File: src/rtl/fft_pkg.sv
// Shared definitions for the FFT_R2SDF pipeline stages.
// Holds the default component width, the complex sample type and the
// encoding of the rotator select that butterfly stages hand downstream.
package fft_pkg;

  // Default two's-complement width of one real or imaginary component.
  localparam int FFT_WIDTH = 37;

  // Complex sample at the default width.
  typedef struct packed {
    logic [FFT_WIDTH-1:0] re;
    logic [FFT_WIDTH-1:0] im;
  } cplx_t;

  // Rotator select: which twiddle the downstream trivial rotator applies.
  localparam logic W_ONE     = 1'b0;  // multiply by 1
  localparam logic W_MINUS_J = 1'b1;  // multiply by -j

endpackage

File: src/rtl/sdf_delay_line.sv
// DEPTH-entry complex shift register forming the SDF feedback path.
// A new sample enters at the tail on every enabled cycle; the head is the
// sample written DEPTH enabled cycles earlier. Contents hold while disabled.
module sdf_delay_line #(
  parameter int WIDTH = 37,
  parameter int DEPTH = 2
) (
  input  logic             clk,
  input  logic             rst,
  input  logic             en_i,
  input  logic [WIDTH-1:0] din_re_i,
  input  logic [WIDTH-1:0] din_im_i,
  output logic [WIDTH-1:0] head_re_o,
  output logic [WIDTH-1:0] head_im_o
);

  logic [WIDTH-1:0] re_q [DEPTH];
  logic [WIDTH-1:0] im_q [DEPTH];

  // Shift toward the head when enabled; clear every entry on reset.
  always_ff @(posedge clk) begin
    if (rst) begin
      for (int i = 0; i < DEPTH; i++) begin
        re_q[i] <= '0;
        im_q[i] <= '0;
      end
    end else if (en_i) begin
      for (int i = 0; i < DEPTH - 1; i++) begin
        re_q[i] <= re_q[i+1];
        im_q[i] <= im_q[i+1];
      end
      re_q[DEPTH-1] <= din_re_i;
      im_q[DEPTH-1] <= din_im_i;
    end
  end

  assign head_re_o = re_q[0];
  assign head_im_o = im_q[0];

endmodule

File: src/rtl/sdf_bf_stage.sv
// Radix-2 single-delay-feedback butterfly stage.
// First half of each 2*DEPTH frame: the input is parked in the delay line and
// the stored difference from the previous frame streams out. Second half:
// head + input goes out, head - input is written back for the next frame.
// Phi flags the fill-half outputs the downstream rotator multiplies by -j.
// Build option: define FFT_BF_SCALE_EN to halve butterfly sum/difference
// (computed one bit wider, arithmetic shift right by 1).
module sdf_bf_stage
  import fft_pkg::*;
#(
  parameter int WIDTH = FFT_WIDTH,
  parameter int DEPTH = 2
) (
  input  logic             clk,
  input  logic             rst,
  input  logic             iValid,
  input  logic [WIDTH-1:0] iReal,
  input  logic [WIDTH-1:0] iImage,
  output logic             oValid,
  output logic [WIDTH-1:0] oReal,
  output logic [WIDTH-1:0] oImage,
  output logic             Phi
);

  localparam int            CW       = $clog2(2 * DEPTH);
  localparam logic [CW-1:0] LOW_MASK = CW'(DEPTH - 1);
  localparam logic [CW-1:0] PHI_LOW  = CW'(DEPTH / 2);

  logic [CW-1:0]    cnt_q, cnt_d;
  logic             fill;
  logic [WIDTH-1:0] head_re, head_im;
  logic [WIDTH-1:0] sum_re, sum_im, dif_re, dif_im;
  logic [WIDTH-1:0] push_re, push_im;
  logic [WIDTH-1:0] out_re_d, out_im_d;
  logic             phi_d;
  logic             ovalid_q;
  logic [WIDTH-1:0] oreal_q, oimage_q;
  logic             phi_q;

  sdf_delay_line #(
    .WIDTH (WIDTH),
    .DEPTH (DEPTH)
  ) u_dly (
    .clk       (clk),
    .rst       (rst),
    .en_i      (iValid),
    .din_re_i  (push_re),
    .din_im_i  (push_im),
    .head_re_o (head_re),
    .head_im_o (head_im)
  );

`ifdef FFT_BF_SCALE_EN
  logic [WIDTH:0] sum_re_w, sum_im_w, dif_re_w, dif_im_w;

  // Butterfly one bit wider, then halve so the stage adds no growth.
  always_comb begin
    sum_re_w = {head_re[WIDTH-1], head_re} + {iReal[WIDTH-1], iReal};
    sum_im_w = {head_im[WIDTH-1], head_im} + {iImage[WIDTH-1], iImage};
    dif_re_w = {head_re[WIDTH-1], head_re} - {iReal[WIDTH-1], iReal};
    dif_im_w = {head_im[WIDTH-1], head_im} - {iImage[WIDTH-1], iImage};
    sum_re   = WIDTH'($signed(sum_re_w) >>> 1);
    sum_im   = WIDTH'($signed(sum_im_w) >>> 1);
    dif_re   = WIDTH'($signed(dif_re_w) >>> 1);
    dif_im   = WIDTH'($signed(dif_im_w) >>> 1);
  end
`else
  // Plain wrapping butterfly at WIDTH bits.
  always_comb begin
    sum_re = head_re + iReal;
    sum_im = head_im + iImage;
    dif_re = head_re - iReal;
    dif_im = head_im - iImage;
  end
`endif

  // Select fill or butterfly behaviour from the counter MSB.
  always_comb begin
    fill     = ~cnt_q[CW-1];
    cnt_d    = iValid ? cnt_q + CW'(1) : cnt_q;
    push_re  = dif_re;
    push_im  = dif_im;
    out_re_d = sum_re;
    out_im_d = sum_im;
    phi_d    = W_ONE;
    if (fill) begin
      push_re  = iReal;
      push_im  = iImage;
      out_re_d = head_re;
      out_im_d = head_im;
      phi_d    = ((cnt_q & LOW_MASK) >= PHI_LOW) ? W_MINUS_J : W_ONE;
    end
  end

  // Counter and output registers; data and Phi hold while iValid is low.
  always_ff @(posedge clk) begin
    if (rst) begin
      cnt_q    <= '0;
      ovalid_q <= 1'b0;
      oreal_q  <= '0;
      oimage_q <= '0;
      phi_q    <= W_ONE;
    end else begin
      cnt_q    <= cnt_d;
      ovalid_q <= iValid;
      if (iValid) begin
        oreal_q  <= out_re_d;
        oimage_q <= out_im_d;
        phi_q    <= phi_d;
      end
    end
  end

  assign oValid = ovalid_q;
  assign oReal  = oreal_q;
  assign oImage = oimage_q;
  assign Phi    = phi_q;

endmodule

File: config.mk
export PLATFORM = sky130hd
export DESIGN_NAME = sdf_bf_stage
export DESIGN_NICKNAME = d
export VERILOG_FILES = /design/src/rtl/fft_pkg.sv /design/src/rtl/sdf_delay_line.sv /design/src/rtl/sdf_bf_stage.sv
export SDC_FILE = /design/constraint.sdc
export NUM_CORES = 1
export LEC_CHECK = 0
export BUFFER_PORTS_ARGS = -buffer_cell sky130_fd_sc_hd__buf_2
export CORE_UTILIZATION = 62
export DETAILED_ROUTE_END_ITERATION = 8
export GPL_ROUTABILITY_DRIVEN = 1
export PLACE_DENSITY = 0.86
export SLEW_MARGIN = 20
export SYNTH_ARGS = -nofsm -noshare
export SYNTH_HDL_FRONTEND = slang
export SYNTH_HIERARCHICAL = 1
export SYNTH_SLANG_ARGS = --single-unit
File: constraint.sdc
create_clock -name clk -period 4.3 [get_ports clk]
set_clock_uncertainty 0.05 [all_clocks]
set_input_delay 0.43 -clock clk [delete_from_list [all_inputs] [get_ports clk]]
set_output_delay 0.43 -clock clk [all_outputs]
set_load 0.05 [all_outputs]
==> results.md <==
* Status: finished, final reports clean
* Die Y at between 150 and 200 µm
* Final Util at 0.675
* Yosys top cell by area: edfxtp_1
* Synth unique cells at 86
* YS warnings at 6
* Mapped cell area at 0.0190 mm²
* Area grow syn2layout at 6.39%
* Max-slew headroom at 0.255
* Critical Path RT at 4560 ps
* Final nets at about 2400
* Max-cap viol count at 0
* Maximum vdd drop at around 0.00033 V
* PostCTS Resize Cnt at 0
* Last weighted congestion value of the routability-driven placer at just under 1
* Final wirelength at around 51000 µm
* DR vias/cell at roughly 6.2
* CP Max Fanout at 3
* Number of buffers created by CTS at 27
* Simple-Gate Fraction of Synth Area at 0.204
* Worst Hold Class: in -> reg
* Clk sinks at 226
* Row count at 63
* Total number of vias at 16200
* First-pass GRT wire length at just over 80000 µm
* Hold_buf cts at 0
* Finish-stage setup viols at 0
* Remaining DRCs at 0
* Sequential-to-total area share from yosys stat at 0.317
* Leak pwr at ~0.009 µW
* P_sw at 2400 µW
* Layout cell share with drive strength beyond 1 at 0.141
* Initial antenna violation count at 2
* Synth Area in Adders at 0.0999
* Post-synth EDFFs at around 150
* Clk Latency, worst-skew pair at 550 ps
* Pin slew with the least headroom to its limit at about 1100 ps
* Drt first pass iters at 5
* Primary FF master, synth: edfxtp_1
* Mux cell area share after synthesis at 0.0330
* Vias in the first global route at around 16000
* Synth cell count leaders: a21oi_1 (207), nor2_1 (189), inv_1 (165)
* Post-DRT Antenna Nets at 0
* Pwr/cell area at between 300 and 400 mW/mm²
* Synthesized Nets at roughly 2400
* Remaining Overflow, GRT at 0
* Main combinational cell family by area after synthesis: simple AND/OR/NAND/NOR gates
* Die area at between 0.03 and 0.04 mm²
* XOR/XNOR share of the synthesized area at 0.0513
* DRT iter0 DRCs at approximately 1400
* Post-synthesis cell count at approximately 2200
* Max Root-Sink Buffers at 3
* Startpoint types: register
* Setup TNS at 0 ps
* Root Buffer: clkbuf_16
* Synth top area cells: edfxtp_1 (23%), ha_1 (9.6%), dfxtp_1 (8.2%)
* Worst setup EP type: register
* WP data arrival at 4160 ps
* I/O Pins at between 150 and 200
* Port Buf Inserts at approximately 150
* WS Path Type: reg -> reg
* Core ar. at approximately 0.030 mm²
* Register bit total from synthesis at ~230
* Tcrit/Tclk final at 0.907
* Count leader, synth: a21oi_1
* CTS tree: yes
* Synth top area share at 0.234
* H-tree Lvls at 1
* Internal at 4610 µW
* Largest net degree at the start of global routing at 105
* Hold Vio Cnt, Final at 0
* Combinational fraction of design power at 0.294
* Post-CTS repair timing setup buffer count at 0
* Period minus WS final at ~4000 ps
* HPWL Detailed at 36900 µm
* Gr usage total at 0.326
* Starting density of the core at 0.635
* Synthesized area per cell at roughly 8.6 µm²
* Seq pwr share at 0.370
* Complex-gate fraction of the synthesized area at 0.202
* WL/cell at around 20 µm
* Ys async rst share at 0
* RSZ-0062 raised after global routing: no
* CTS clk-pin slew, worst paths at approximately 60 ps
* Die W at 177 µm
* Achievable Freq at 0.256 GHz
* Max Slew Vio Count at 0
* Clock share of power at 0.336
* Sw frac at 0.343
## layer usage
layer	vias up	part of all wire	global-route usage
met2	548	0.46	0.525
met1	7768	0.46	0.460
met4	0	0.032	0.108
met5	-	0	0
li1	7803	-	-
met3	93	0.054	0.0275
## cell usage in the layout, fill, tap and decap left out, types with 32 or more instances in the layout
cell type	instances
xnor2_1	96
a21oi_1	207
nor3_1	33
and3b_1	88
nand3_1	32
ha_1	145
o21bai_1	36
edfxtp_1	148
dfxtp_1	77
nor2_1	188
nand2_1	123
inv_1	165
mux2i_1	57
buf_2	150
and3b_2	60
o21ai_0	129
a21o_1	36
## final timing paths
path,startpoint,depth (start not counted),to,slack (ps)
max,u_dly/im_q[0][0],14,u_dly/im_q[0][73],400
max reg2reg,u_dly/im_q[0][0],14,u_dly/im_q[0][73],400
min reg2reg,oImage[23],2,oImage[23],380
min,rst,2,oReal[16],160
## logic make-up after synthesis
| group | count (synthesis) |
|---|---|
| DFF | 226 |
| and+or+nand+nor | 675 |
| xor gates and xnor gates | 111 |
| adders and majority gates | 149 |
| muxes | 62 |
| AOI/OAI and AO/OA | 603 |
| buffers and inverters | 380 |
## stage by stage
| step | cell area, µm² | power (µW) | setup WS (ps) | hold WS, ps | instances |
|---|---|---|---|---|---|
| finish | 20200 | 7010 | 400 | 162 | 2609 |
| detailed placement | 19300 | 4660 | 272 | 375 | 2558 |
| floorplan | 19000 | 4200 | 796 | 432 | 2206 |
| global route | 20200 | 7330 | 145 | 173 | 2608 |
| global placement | 19300 | 4620 | 298 | 374 | 2558 |
| CTS | 20200 | 7010 | 399 | 148 | 2607 |
## sequential cells by signal, summed over array words and instances, names as in the netlist
name        flops
u_dly/re_q     74
oReal          37
oImage         37
oValid          1
cnt_q           2
Phi             1
u_dly/im_q     74
## worst max-delay path, stage by stage (launching register included)
cell and delay, ps:
edfxtp_1 370, inv_1 50, ha_1 200, fa_1 380
nand2b_1 210, a2111oi_0 440, buf_4 190, nor3_1 70
o2111ai_1 360, nand4_1 270, nand2_1 140, nand4b_1 140
a21oi_1 80, or4b_1 510, and3b_2 200
## cell type report
| cell class | count | area, µm² |
|---|---|---|
| Clock buffer | 33 | 728 |
| Tap cell | 390 | 488 |
| Sequential cell | 226 | 6010 |
| Timing Repair Buffer | 174 | 935 |
| Antenna cell | 2 | 5.00 |
| Multi-Input combinational cell | 1600 | 11200 |
| Fill cell | 2466 | 9700 |
| Inverter | 168 | 631 |
| Clock inverter | 16 | 184 |
## power by group through the flow
stage	logic, µW	clock network (µW)	registers (µW)
finish	2060	2350	2600
global route	2250	2460	2610
CTS	2040	2380	2590
detailed placement	2020	0	2640
global placement	2000	0	2630
floorplan	1440	0	2760
No activity file was read; power rests on OpenSTA's default activity.
